[src/rtl/data_mem_responder.sv]
// Load/store memory responder with a fixed number of wait states per access.
// Optional build macro ALIGN_CHECK_EN: misaligned or out-of-range accesses fault.
module data_mem_responder #(
  parameter int ADDR_W = 6,
  parameter int WAIT   = 2
) (
  input  logic        CLK,
  input  logic        RST,
  input  logic        MemRead,
  input  logic        MemWrite,
  input  logic [31:0] A,
  input  logic [31:0] WD,
  output logic [31:0] RD,
  output logic        Stall,
  output logic        MemErr
);

  localparam int          DEPTH  = 2 ** ADDR_W;
  localparam logic [3:0]  WAIT_L = 4'(WAIT);

  typedef enum logic [1:0] {IDLE, BUSY, DONE} state_e;

  state_e              state_q, state_d;
  logic [3:0]          cnt_q, cnt_d;
  logic [ADDR_W-1:0]   idx_q, idx_d;
  logic [31:0]         wd_q, wd_d;
  logic                wr_q, wr_d;
  logic                fault_q, fault_d;
  logic [31:0]         rd_q, rd_d;
  logic [31:0]         mem_q [DEPTH];
  logic                mem_we;

  logic                req;
  logic [ADDR_W-1:0]   a_idx;
  logic                a_fault;

  assign req   = MemRead | MemWrite;
  assign a_idx = A[ADDR_W+1:2];

`ifdef ALIGN_CHECK_EN
  assign a_fault = (A[1:0] != 2'b00) || (A[31:ADDR_W+2] != '0);
`else
  // Byte-offset and upper address bits are don't-care: upper bits alias.
  logic unused_addr_bits;
  assign unused_addr_bits = ^{A[31:ADDR_W+2], A[1:0]};
  assign a_fault = 1'b0;
`endif

  always_comb begin
    state_d = state_q;
    cnt_d   = cnt_q;
    idx_d   = idx_q;
    wd_d    = wd_q;
    wr_d    = wr_q;
    fault_d = fault_q;
    rd_d    = rd_q;
    mem_we  = 1'b0;
    case (state_q)
      IDLE: begin
        if (req) begin
          idx_d   = a_idx;
          wd_d    = WD;
          wr_d    = MemWrite;
          fault_d = a_fault;
          cnt_d   = WAIT_L;
          if (WAIT_L == 4'd0) begin
            state_d = DONE;
            // With no wait states the load is captured straight from the live address.
            if (!MemWrite) rd_d = a_fault ? 32'h0 : mem_q[a_idx];
          end else begin
            state_d = BUSY;
          end
        end
      end
      BUSY: begin
        if (!req) begin
          state_d = IDLE;
        end else if (cnt_q == 4'd1) begin
          state_d = DONE;
          if (!wr_q) rd_d = fault_q ? 32'h0 : mem_q[idx_q];
        end else begin
          cnt_d = cnt_q - 4'd1;
        end
      end
      DONE: begin
        state_d = IDLE;
        mem_we  = wr_q & ~fault_q;
      end
      default: state_d = IDLE;
    endcase
  end

  always_ff @(posedge CLK) begin
    if (RST) begin
      state_q <= IDLE;
      cnt_q   <= 4'd0;
      wr_q    <= 1'b0;
      fault_q <= 1'b0;
      rd_q    <= 32'h0;
      for (int i = 0; i < DEPTH; i++) mem_q[i] <= 32'h0;
    end else begin
      state_q <= state_d;
      cnt_q   <= cnt_d;
      wr_q    <= wr_d;
      fault_q <= fault_d;
      rd_q    <= rd_d;
      if (mem_we) mem_q[idx_q] <= wd_q;
    end
  end

  // Operand latches carry data only and need no reset.
  always_ff @(posedge CLK) begin
    idx_q <= idx_d;
    wd_q  <= wd_d;
  end

  assign RD     = rd_q;
  assign Stall  = req & (state_q != DONE);
  assign MemErr = (state_q == DONE) & fault_q;

endmodule

[config.mk]
export PLATFORM = sky130hd
export DESIGN_NAME = data_mem_responder
export DESIGN_NICKNAME = d
export VERILOG_FILES = /design/src/rtl/data_mem_responder.sv
export SDC_FILE = /design/constraint.sdc
export NUM_CORES = 2
export LEC_CHECK = 0
export CORE_ASPECT_RATIO = 1.4
export CORE_MARGIN = 4
export CORE_UTILIZATION = 64
export DETAILED_ROUTE_END_ITERATION = 8
export DONT_BUFFER_PORTS = 1
export PLACE_DENSITY = 0.85
export SLEW_MARGIN = 0
export SYNTH_ARGS = -nofsm -noshare
export SYNTH_HDL_FRONTEND = slang
export SYNTH_SLANG_ARGS = --single-unit
[constraint.sdc]
create_clock -name CLK -period 5.7 [get_ports CLK]
set_input_delay 1.14 -clock CLK [delete_from_list [all_inputs] [get_ports CLK]]
set_output_delay 1.14 -clock CLK [all_outputs]
set_load 0.02 [all_outputs]
# Yosys cells after proc, flatten, opt, wreduce, memory -nomap -nowiden
# Memories as Yosys holds them, arrays and structs flattened. A register that Yosys moved wholly into a read port is not among the register bits.
# Cells that the tools add are included.
[word_totals]
register_bits = 45
latch_bits = 0
ramBits = 2048
romBits = 0
inputBits = 68
output_inout_bits = 34
word_cells = 42
mem_count = 1
[op_classes]
n_addsub = 1
n_mul = 0
n_div = 0
order_cmp = 0
eq_ne = 8
shift = 0
muxes = 17
n_bitwise = 3
n_reduce_logical = 7
[memory_table]
columns = ["name", "words", "word_bits", "read_ports", "rd_ports_with_merged_regs", "write_ports", "line", "rtl"]
rows = [
  ["mem_q", 64, 32, 1, 1, 64, "30", "logic [31:0] mem_q [DEPTH];"],
]
[ops]
columns = ["operator", "count"]
rows = [
  ["$mux W32", 1],
  ["$reduce_or A32 Y1", 1],
  ["$mux W4", 3],
  ["$ne A2 B2 Y1 const B", 4],
  ["$pmux W4 S2", 1],
  ["$reduce_and A4 Y1", 2],
  ["$mux W1", 7],
  ["$mux W2", 3],
  ["$mux W6", 1],
  ["$eq A4 B1 Y1 const B", 1],
  ["$pmux W2 S2", 1],
  ["$reduce_and A2 Y1", 2],
  ["$sub A4 B1 Y4 const B", 1],
  ["$ne A3 B3 Y1 const B", 1],
  ["$eq A2 B1 Y1 const B", 1],
  ["$eq A2 B2 Y1 const B", 1],
  ["$logic_not A2 Y1", 1],
  ["$reduce_bool A2 Y1", 1],
  ["$and A1 B1 Y1", 1],
  ["$not A1 Y1", 1],
  ["$or A1 B1 Y1", 1],
]

# Logic depth before layout (Yosys ltp)
[logic_depth]
word_depth = 7
mapped_depth = 11
depth_no_buf = 8

# Worst setup path after synthesis
# No wires, ideal clock.
[synth_path]
kind = "input -> register"
start = "input RST"
end = "memory mem_q[13][0], enable pin"
setup_ps = 466
arrival_ps = 4317
t_required_ps = 5234
setup_slack_ps = 917
stages = 5
path_buffers = 2
path_cell_list = "clkbuf_1 -> nor4_4 -> nand2_1 -> clkbuf_1 -> o21ai_0"
[synth_rtl]
columns = ["item", "line", "rtl"]
rows = [
  ["start: declaration", "8", "input logic RST,"],
  ["end: declaration", "30", ""],
]

==> results.txt <==
- Outcome: finished with violations
* Failing checks: max-capacitance violations, max-slew violations
- CTS built an H-tree with a depth of 4.
- Of the cells placed in the final design, the portion with a size suffix greater than 1 is 0.139.
- Die height: 466 um
* Critical-path top delay cell: o21ai_0
- Net switching power: 8.15 mW
- Final Hold Slack: 0.359 ns
- Of the total power, combinational logic draws 0.089.
- Of the total power, the clock network draws 0.382.
- Routed via count: 62.7k
- Worst reg2reg path endpoint: RD[4]$_SDFFE_PP0P_
- Across all register-to-register paths, the minimum setup slack is 1.13 ns.
- Sequential power share: 0.529
* Count of final setup violators: 0
- STA classifies the critical path endpoint as a flip-flop.
- Antenna violations before repair: 39
- Number of global-route vias before repair: 61.8k
* Critical path fanouts, max: 41
* Worst min-delay path endpoint: wd_q[7]$_DFFE_PP_
- Antenna Violating Nets Remaining: 0
* Source-to-sink clock delay at the later pin of the worst-skew pair: 0.88 ns
* Hold Path Class: in -> reg
* Number of warnings printed during yosys synthesis: 0
- Fin. Hold Viols: 0
- Counting flops with a built-in enable in the synthesized netlist gives 2086.
- In this run the clock root is driven by a clkbuf_16.
* Final #Nets: 6633
- Worst-case clock skew: 0.0364 ns
- Average size of a mapped cell: 14.0 sq um
- Post-CTS repair changed the size of 0 cells.
- The synthesized netlist contains 73 unique library cells.
* Source of the worst register-to-register timing path: idx_q[1]$_DFFE_PP_
- Number of instances in the synthesized netlist: 6829
- Number of cell instances on the worst register-to-register path: 8
* Post-CTS repair timing setup buffer count: 0
- After detailed routing, the number of remaining DRC violations is 0.
- Buffers inserted to repair hold after CTS numbered 0.
- Most used DFF post-synth: edfxtp_1
- Flip-flop and latch count after synthesis: 2125
- Std-Cell Rows: 167
* Number of buffers created by CTS: 185
* Core box area: 148000 sq um
* # IOs: 102
- Average routed wire per standard cell: 35.5 um
- Along the worst hold path, the cell count comes to 0.
- The worst hold path begins at WD[7].
- CTS sink cnt: 2125
- Die Wd: 335 um
* Mean number of vias per cell: 7.22
- For this block, the initial DRC count from the detailed router was 12.4k.
* Post-placement worst setup slack: 1.52 ns
- The worst path meets setup with 1.13 ns of slack.
- The number of nets handed over by synthesis was 6899.
- First-pass GRT wire length: 437000 um
- Measured on the finished design, the core utilization comes to 0.705.
* Weighted congestion at the end of routability-driven global placement: 0.986
* Sw Ratio: 0.242
- Summed over all cells, the static leakage comes to 38.1 nW.
* Initial cell density of the core: 0.647
* Largest net degree at the start of global routing: 109
* Part of the cycle the worst path needs: 0.802
- Total power consumption of the routed design: 33.7 mW
* Number of buffers on the longest clock path: 3
- Max-cap violations in this run came to 1.
- For this block, the routed nets add up to 308000 um of wire.
- Critical Path RT: 6.46 ns
- Of all flip-flops after synthesis, the portion carrying an async set or reset was 0.
- Number of detailed-route iterations in the first pass: 9
- CP max stage delay: 1.23 ns
- Share of synthesized area occupied by flip-flops and latches: 0.661
- The synthesized netlist occupies a cell area of 95900 sq um.
- The critical path goes through buf_12 > buf_4 > mux2_2 > nand2_1 > o221ai_1 > o21ai_0 > nand4_1 > o221a_2.
* Number of pins with negative max-slew slack in the final report: 3
- The floorplan step defined a die boundary enclosing 156000 sq um.
* Minimum clock period after layout: 4.57 ns
- During placement, the flow inserted port buffers numbering 0.
* Grt ovf: 0
* Top post-synthesis cells by area: edfxtp_1 65%, and2_1 13%, mux2i_1 4.0%, mux4_2 3.9%, a221oi_1 2.4%
* Critical path class: reg -> reg
- Max_slew headroom: -0.0336
* Area fraction of the dominant cell type after synthesis: 0.653
- Dividing total power by cell area gives a power density of 322 nW/um^2.
- After routing, the total negative slack on setup checks comes to 0 ns.
* Startpoint Class: flip-flop
* Global-route total usage across every layer: 0.395
- Setup repair after global routing left no endpoint under its margin.
- Clock tree from TritonCTS: yes
* Clock-pin slew on the worst setup and hold paths: 0.07 ns
- Pin slew with the least headroom to its limit: 1.53 ns
- Power Internal: 25.5 mW
- Detail Placement HPWL: 174000 um
- Synth-to-layout area growth: 8.99%
- For the worst setup path, the data arrival time is 5.33 ns.
- IR drop worst, VDD: 0.377 mV
- The biggest area contributor in the post-synthesis netlist is edfxtp_1.
* Max Clock Freq: 219 MHz
## layout make-up
| type | count | area [sq um] |
|---|---|---|
| Clock inverter | 102 | 1060 |
| Clock buffer | 242 | 5040 |
| Sequential cell | 2125 | 63400 |
| Tap cell | 1943 | 2430 |
| Inverter | 7 | 36.3 |
| Timing Repair Buffer | 275 | 2330 |
| Antenna cell | 19 | 47.5 |
| Multi-Input combinational cell | 3969 | 30200 |
| Fill cell | 8918 | 43800 |
## critical path, delay by kind of cell, from the launching register on
family | cells | cell delay [ns]
compound gates | 3 | 1.70
buf+inv | 2 | 1.03
mux | 1 | 0.42
flops | 1 | 0.98
simple gates | 2 | 0.27
## registers in the layout, indices dropped and copies added, names as in the netlist
signal,cells
idx_q,6
cnt_q,4
mem_q,2048
wd_q,32
wr_q,1
state_q,2
RD,32
## power groups by stage
stage	clock [mW]	combinational, mW	sequential [mW]
after floorplan	0	1.61	18.1
after global placement	0	2.72	18.1
after detailed placement	0	2.77	18.2
after CTS	12.8	2.80	17.8
after global routing	13.5	2.98	17.9
final	12.9	2.99	17.8
## placed cells by master (no fill, tap or decap), drive strengths merged, types with 99 or more instances in the layout
master  count
and2     2054
edfxtp   2086
o21ai     190
buf       271
mux2i     381
a221oi    261
mux4      165
clkbuf    246
a22oi     106
nand2      99
nor2      223
## how the worst max path moves through the flow
stage | startpoint | end | slack, ns | cells after the start
5_1_grt | idx_q[1]$_DFFE_PP_ | RD[4]$_SDFFE_PP0P_ | 1.26 | 8
6_report | idx_q[1]$_DFFE_PP_ | RD[4]$_SDFFE_PP0P_ | 1.13 | 8
2_1_floorplan | RST | mem_q[13][0]$_SDFFCE_PN0P_ | 0.92 | 5
3_3_place_gp | RST | mem_q[59][11]$_SDFFCE_PN0P_ | 1.61 | 6
3_5_place_dp | RST | mem_q[59][25]$_SDFFCE_PN0P_ | 1.52 | 6
4_1_cts | idx_q[1]$_DFFE_PP_ | RD[7]$_SDFFE_PP0P_ | 1.51 | 8
## metrics by stage
step / instances / cell area [sq um]
after floorplan: 6829 / 95900
after global placement: 8309 / 98300
after detailed placement: 8309 / 98300
after CTS: 8653 / 104000
after global routing: 8664 / 104000
final: 8682 / 105000
## kinds of logic after synthesis
group	share of synthesized area
multiplexers	0.0834
other	0.0000391
adder cells (fa/ha/maj)	0.000261
AND/OR/NAND/NOR	0.154
flip-flops	0.661
buffers and inverters	0.0347
AO/OA/AOI/OAI	0.0667
## Yosys cell counts (all sizes together), types with 3 or more instances
cell / count
a2111oi: 7
a211oi: 30
a21oi: 83
a221oi: 261
a22o: 18
a22oi: 106
a311oi: 18
a31o: 3
a31oi: 27
a32oi: 3
and2: 2054
and3: 6
buf: 245
clkbuf: 483
dfxtp: 39
edfxtp: 2086
inv: 7
mux2: 42
mux2i: 381
mux4: 165
nand2: 99
nand2b: 6
nand3: 48
nand3b: 5
nor2: 223
nor2b: 13
nor3: 7
nor4: 5
o2111a: 6
o2111ai: 8
o211ai: 5
o21a: 6
o21ai: 190
o221a: 11
o221ai: 8
o22ai: 86
o2bb2ai: 3
## metal layers
layer	vias up	track usage	routed length, um	part of all wire
met2	6217	0.571	132000	0.43
met5	-	0.00154	80	0.00026
met4	8	0.311	31600	0.10
met3	1627	0.166	53600	0.17
li1	24500	-	-	-
met1	30300	0.466	90500	0.29
No activity file was read; power rests on OpenSTA's default activity.
